`config.mk`:
```
export PLATFORM = sky130hd
export DESIGN_NAME = mrdy_gen
export DESIGN_NICKNAME = d
export VERILOG_FILES = /design/src/rtl/mrdy_pkg.sv /design/src/rtl/mrdy_gen_sync2.sv /design/src/rtl/mrdy_gen.sv
export SDC_FILE = /design/constraint.sdc
export NUM_CORES = 1
export LEC_CHECK = 0
export CORE_AREA = 2 2 39 41
export CTS_BUF_LIST = sky130_fd_sc_hd__clkbuf_8
export DETAILED_ROUTE_END_ITERATION = 10
export DIE_AREA = 0 0 41 43
export GPL_TIMING_DRIVEN = 0
export PLACE_DENSITY_LB_ADDON = 0.1
export REMOVE_ABC_BUFFERS = 1
export SLEW_MARGIN = 20
export SYNTH_ARGS = -nofsm -noshare
export SYNTH_HDL_FRONTEND = slang
export SYNTH_HIERARCHICAL = 1
export SYNTH_SLANG_ARGS = --single-unit
```
`constraint.sdc`:
```
create_clock -name CLKX4 -period 1.9 [get_ports CLKX4]
set_input_delay 0.38 -clock CLKX4 [delete_from_list [all_inputs] [get_ports CLKX4]]
set_output_delay 0.38 -clock CLKX4 [all_outputs]
set_load 0.01 [all_outputs]
```
`src/rtl/mrdy_pkg.sv`:
```
// Shared types and constants for the MRDY wait-state generator.
package mrdy_pkg;

  localparam int WS_W = 4;  // wait-state counter width
  localparam int TO_W = 8;  // watchdog counter width

  typedef enum logic [2:0] {
    REG_NONE,
    REG_RAM,
    REG_ROM,
    REG_UART,
    REG_EXT
  } region_e;

  // {QX,EX} phase encodings from the E/Q clock generator
  localparam logic [1:0] PH_00 = 2'b00;
  localparam logic [1:0] PH_10 = 2'b10;
  localparam logic [1:0] PH_11 = 2'b11;
  localparam logic [1:0] PH_01 = 2'b01;

  // Priority decode of the active-low selects: EXT > UART > ROM0/ROM1 > RAM
  function automatic region_e region_dec(input logic ncsram, input logic ncsrom0,
                                         input logic ncsrom1, input logic ncsuart,
                                         input logic ncsext);
    if (!ncsext)                 return REG_EXT;
    else if (!ncsuart)           return REG_UART;
    else if (!ncsrom0 || !ncsrom1) return REG_ROM;
    else if (!ncsram)            return REG_RAM;
    else                         return REG_NONE;
  endfunction

endpackage

```
`src/rtl/mrdy_gen_sync2.sv`:
```
// Two-flop synchronizer with a configurable reset value.
module sync2 #(
  parameter logic RST_VAL = 1'b1
) (
  input  logic CLKX4,
  input  logic nRESET,
  input  logic d,
  output logic q
);

  logic s1;

  // Two-stage capture of the asynchronous input
  always_ff @(posedge CLKX4) begin
    if (!nRESET) begin
      s1 <= RST_VAL;
      q  <= RST_VAL;
    end else begin
      s1 <= d;
      q  <= s1;
    end
  end

endmodule

```
`src/rtl/mrdy_gen.sv`:
```
// MRDY wait-state generator: stretches the E-high phase by a per-region
// count of CLKX4 periods, plus external-bus wait.
// Optional watchdog/bus-error logic enabled by defining MRDY_TIMEOUT_EN.
import mrdy_pkg::*;

module mrdy_gen #(
  parameter int WS_RAM  = 0,
  parameter int WS_ROM  = 1,
  parameter int WS_UART = 2,
  parameter int WS_EXT  = 3,
  parameter int TIMEOUT = 255
) (
  input  logic CLKX4,
  input  logic nRESET,
  input  logic QX,
  input  logic EX,
  input  logic nCSRAM,
  input  logic nCSROM0,
  input  logic nCSROM1,
  input  logic nCSUART,
  input  logic nCSEXT,
  input  logic EXT_nWAIT,
  input  logic BUSERR_CLR,
  output logic MRDY,
  output logic STRETCH,
  output logic BUSERR
);

  localparam logic [WS_W-1:0] WS_RAM_L  = WS_RAM[WS_W-1:0];
  localparam logic [WS_W-1:0] WS_ROM_L  = WS_ROM[WS_W-1:0];
  localparam logic [WS_W-1:0] WS_UART_L = WS_UART[WS_W-1:0];
  localparam logic [WS_W-1:0] WS_EXT_L  = WS_EXT[WS_W-1:0];

  logic [1:0]      ph;
  region_e         reg_d, reg_q, reg_n;
  logic [WS_W-1:0] ws_d, cnt, cnt_d;
  logic            ext_sync, rdy_11, rdy_01;
  logic            mrdy_d, stretch_d, wd_hit;

  assign ph = {QX, EX};

  sync2 #(.RST_VAL(1'b1)) u_sync (
    .CLKX4  (CLKX4),
    .nRESET (nRESET),
    .d      (EXT_nWAIT),
    .q      (ext_sync)
  );

  // Region decode and its wait count, valid at the 11 edge
  always_comb begin
    reg_d = region_dec(nCSRAM, nCSROM0, nCSROM1, nCSUART, nCSEXT);
    ws_d  = '0;
    case (reg_d)
      REG_RAM:  ws_d = WS_RAM_L;
      REG_ROM:  ws_d = WS_ROM_L;
      REG_UART: ws_d = WS_UART_L;
      REG_EXT:  ws_d = WS_EXT_L;
      default:  ws_d = '0;
    endcase
  end

  // External wait only matters for EXT cycles; the 11 edge uses the region
  // being latched, the 01 edges use the latched one.
  assign rdy_11 = (reg_d != REG_EXT) || ext_sync;
  assign rdy_01 = (reg_q != REG_EXT) || ext_sync;

  // Next MRDY/STRETCH/count per generator phase
  always_comb begin
    mrdy_d    = 1'b1;
    stretch_d = 1'b0;
    cnt_d     = cnt;
    reg_n     = reg_q;
    case (ph)
      PH_11: begin
        cnt_d     = ws_d;
        reg_n     = reg_d;
        mrdy_d    = (ws_d == '0) && rdy_11;
        stretch_d = !mrdy_d;
      end
      PH_01: begin
        if (!MRDY) begin
          if (cnt != '0) cnt_d = cnt - WS_W'(1);
          mrdy_d    = ((cnt <= WS_W'(1)) && rdy_01) || wd_hit;
          stretch_d = !mrdy_d;
        end
      end
      default: ;
    endcase
  end

  // Ready/stretch/count registers
  always_ff @(posedge CLKX4) begin
    if (!nRESET) begin
      MRDY    <= 1'b1;
      STRETCH <= 1'b0;
      cnt     <= '0;
      reg_q   <= REG_NONE;
    end else begin
      MRDY    <= mrdy_d;
      STRETCH <= stretch_d;
      cnt     <= cnt_d;
      reg_q   <= reg_n;
    end
  end

`ifdef MRDY_TIMEOUT_EN
  localparam logic [TO_W:0] TO_LIM = TIMEOUT[TO_W:0];

  logic [TO_W-1:0] wd;

  // The edge that brings the watchdog to TIMEOUT forces the cycle to end
  assign wd_hit = (ph == PH_01) && !MRDY && (({1'b0, wd} + 9'd1) >= TO_LIM);

  // Watchdog counts stretched 01 edges; BUSERR is sticky, set beats clear
  always_ff @(posedge CLKX4) begin
    if (!nRESET) begin
      wd     <= '0;
      BUSERR <= 1'b0;
    end else begin
      if (ph == PH_11)
        wd <= '0;
      else if ((ph == PH_01) && !MRDY && (wd != '1))
        wd <= wd + TO_W'(1);
      if (wd_hit)
        BUSERR <= 1'b1;
      else if (BUSERR_CLR)
        BUSERR <= 1'b0;
    end
  end
`else
  logic unused_buserr_clr;

  assign wd_hit            = 1'b0;
  assign BUSERR            = 1'b0;
  assign unused_buserr_clr = BUSERR_CLR;
`endif

endmodule
```
==> impl_summary.log <==
INFO  metric status = finished clean
INFO  metric finish.cell_count_without_fillers = 91
INFO  metric final_nets = 89
INFO  metric yosys.cell_count.top_type = sky130_fd_sc_hd__dfxtp_1
INFO  metric num_antenna_cells = 0
INFO  metric htree_num_levels = 1
INFO  metric tritoncts.num_buffers = 3
INFO  metric std_cell_rows = 14
INFO  metric initial_core_util = 0.3987
INFO  metric first_pass_iters = 4
INFO  metric hold_path_class = reg -> reg
INFO  metric yosys.cell_types.count = 29
INFO  metric maxCapViolations = 0
INFO  metric clk_root_buffer_cell = sky130_fd_sc_hd__clkbuf_8
INFO  metric synthesized_area = 551.8 um^2
INFO  metric timing.setup.critical_path_class = in -> reg
INFO  metric critPathMaxFanout = 10
INFO  metric synth.yosys.warnings = 6
INFO  metric cp-end-kind = flip-flop
INFO  metric cp.required = 2.08 ns
INFO  metric area.growth.synth_to_final = 27.66%
INFO  metric drtAntennaViolNets = 0
INFO  metric synth.area.top_cells = sky130_fd_sc_hd__dfxtp_1 (40%), sky130_fd_sc_hd__ha_1 (4.5%), sky130_fd_sc_hd__nand2_1 (4.1%), sky130_fd_sc_hd__nand2b_1 (3.4%), sky130_fd_sc_hd__nor2_1 (3.4%)
INFO  metric power.static_leakage = 0.2716 nW
INFO  metric ys_seq_area_frac = 0.3991
INFO  metric syn-mean-instance-area = 8.758 um^2
INFO  metric core_region_area = 1384 um^2
INFO  metric pwr-share-comb = 0.162
INFO  metric fp.dieH = 43 um
INFO  metric fmax = 0.5892 GHz
INFO  metric finalSetupTns = 0 ns
INFO  metric grt_setup_unrepaired = false
INFO  metric layout.area.seq = 220.2 um^2
INFO  metric placed_cells_incl_taps = 87
INFO  metric cts-resized-gates = 0
INFO  metric drt_first_iter_violations = 17
INFO  metric layout_min_cycle_time = 1.697 ns
INFO  metric design.die.area = 1763 um^2
INFO  metric synthXorXnorAreaFrac = 0.03175
INFO  metric remaining_drc_errors = 0
INFO  metric finalWeightedCongestion = 0.7466
INFO  metric synth_enable_flop_cells = 0
INFO  metric power.clock.fraction = 0.399
INFO  metric grt_overflow_total = 0
INFO  metric drt-wirelength-per-cell = 11.65 um
INFO  metric yosysTopAreaCellShare = 0.3991
INFO  metric setup_violations = 0
INFO  metric final-hold-violation-count = 0
INFO  metric ys_dominant_reg_cell = sky130_fd_sc_hd__dfxtp_1
INFO  metric yosys.area_share.simple = 0.2676
INFO  metric synthAdderAreaFrac = 0.04535
INFO  metric timing.final.crit_share = 0.8932
INFO  metric netSwitchingFraction = 0.2471
INFO  metric worst_setup_path_start_kind = primary input
INFO  metric first_global_vias = 397
INFO  metric detail_route.wirelength = 1.060 mm
INFO  metric grt_max_degree = 11
INFO  metric power.switching = 0.0001439 W
INFO  metric ctsHoldBuffers = 0
INFO  metric io_count = 14
INFO  metric crit_arrival = 1.87 ns
INFO  metric grt_use_total = 0.1584
INFO  metric dieWidth = 41 um
INFO  metric drv_slew = 0
INFO  metric fillers = 138
INFO  metric peakVddDrop = 0.0004785 V
INFO  metric muxShareOfSynthArea = 0
INFO  metric cts_tree = built
INFO  metric clock_skews = 0.0007383 ns
INFO  metric synth.ff_latch_count = 11
INFO  metric power.density = 826.8 nW/um^2
INFO  metric netlist_instances = 63
INFO  metric grt_pass1_wl = 1.745 mm
INFO  metric cts_post_setup_buffers_inserted = 0
INFO  metric dominant_combinational_cell_family_by_area_after_synthesis = simple AND/OR/NAND/NOR gates
INFO  metric multi_input_area = 297.8 um^2
INFO  metric vias = 487
INFO  metric synth_top_area_cell = sky130_fd_sc_hd__dfxtp_1
INFO  metric layout-drive-gt1-share = 0.09333
INFO  metric p_int = 0.0004385 W
INFO  metric initial_antenna_violation_count = 0
INFO  metric post-dp-hpwl = 793.1 um
INFO  metric final.hold.worst_slack = 0.4095 ns
INFO  metric post_synthesis_compound_gate_area_fraction = 0.1882
INFO  metric worstSkewPairLatency = 0.24 ns
INFO  metric final_core_util = 0.5090
INFO  metric ctsLongestPathBuffers = 2
INFO  metric async_reset_ff_frac = 0
INFO  metric worst_setup_hold_path_clk_slew = 0.05 ns
INFO  metric power.sequential.fraction = 0.438
INFO  metric cts_sinks = 11
INFO  metric numPortBuffers = 11
INFO  metric detail_route.vias_per_cell = 5.352
INFO  metric top_cells_by_instance_count_after_synthesis = sky130_fd_sc_hd__dfxtp_1 (11), sky130_fd_sc_hd__nand2_1 (6), sky130_fd_sc_hd__nor2_1 (5)
==> cells by family after synthesis <==
kind of cell | count (synthesis)
AOI/OAI and AO/OA | 14
xor gates and xnor gates | 2
adders and majority gates | 2
buffers and inverters | 6
DFF | 11
other | 1
and+or+nand+nor | 27
==> metal layers <==
metal,GRT usage,routed length (um)
met5,0,0
met4,0.1400,32
met3,0.04712,49
met2,0.1875,473
met1,0.2190,505
==> worst paths after layout <==
kind | from | to | slack (ns) | depth (start not counted)
setup / recovery | QX | cnt[1] | 0.20 | 5
hold / removal | u_sync/s1 | u_sync/q | 0.41 | 1
setup reg to reg | cnt[0] | cnt[1] | 0.30 | 6
hold reg to reg | u_sync/s1 | u_sync/q | 0.41 | 1
==> placed cells by master, fill, tap and decap left out, drive strengths merged <==
master and instances:
a311o 1, o21a 1, a22oi 2, nand4 2
dfxtp 11, a21bo 1, clkdlybuf4s50 11, conb 1
nand2 6, ha 2, nor3 1, a2111oi 1
a21boi 1, nand2b 3, and3 1, clkbuf 3
nor4b 1, nor3b 1, nor2 5, nor2b 2
a21oi 3, nor4 1, xor2 2, nand3 3
o21ai 3, inv 4, o311a 1, or4b 1
==> stage by stage <==
step	worst slack, ns	total power (W)	instance area (um^2)
5_1_grt	0.1350	0.0006147	704.4
3_5_place_dp	-0.03912	0.0003548	659.4
4_1_cts	0.2112	0.0005896	704.4
6_report	0.2029	0.0005824	704.4
3_3_place_gp	-0.04437	0.0003552	659.4
2_1_floorplan	0.4246	0.0003137	529.3
==> power by group through the flow <==
| stage | clock [W] | combinational, W | sequential (W) |
|---|---|---|---|
| after global placement | 0 | 0.0000952 | 0.000260 |
| final | 0.000233 | 0.0000946 | 0.000255 |
| after CTS | 0.000239 | 0.0000954 | 0.000255 |
| after floorplan | 0 | 0.0000554 | 0.000258 |
| after detailed placement | 0 | 0.0000950 | 0.000260 |
| after global routing | 0.000251 | 0.000107 | 0.000257 |
==> flip-flops by register name, summed over array words and instances (netlist names) <==
register and count:
MRDY 1, STRETCH 1, cnt 4, reg_q 3
u_sync/q 1, u_sync/s1 1
==> worst max-delay path, stage by stage <==
cell                              delay, ns
sky130_fd_sc_hd__clkdlybuf4s50_1       0.63
sky130_fd_sc_hd__nand2b_1              0.20
sky130_fd_sc_hd__nand3_1               0.14
sky130_fd_sc_hd__a311o_2               0.40
sky130_fd_sc_hd__a21boi_2              0.13
==> area by class of cell <==
cell class / instances / area share
clock buffers: 3 / 0.05861
multi-input cells: 46 / 0.4227
clock inverters: 1 / 0.005329
inverters: 3 / 0.01599
well taps: 16 / 0.02842
repair buffers: 11 / 0.1563
flip-flops and latches: 11 / 0.3126
No activity file was read; power rests on OpenSTA's default activity.
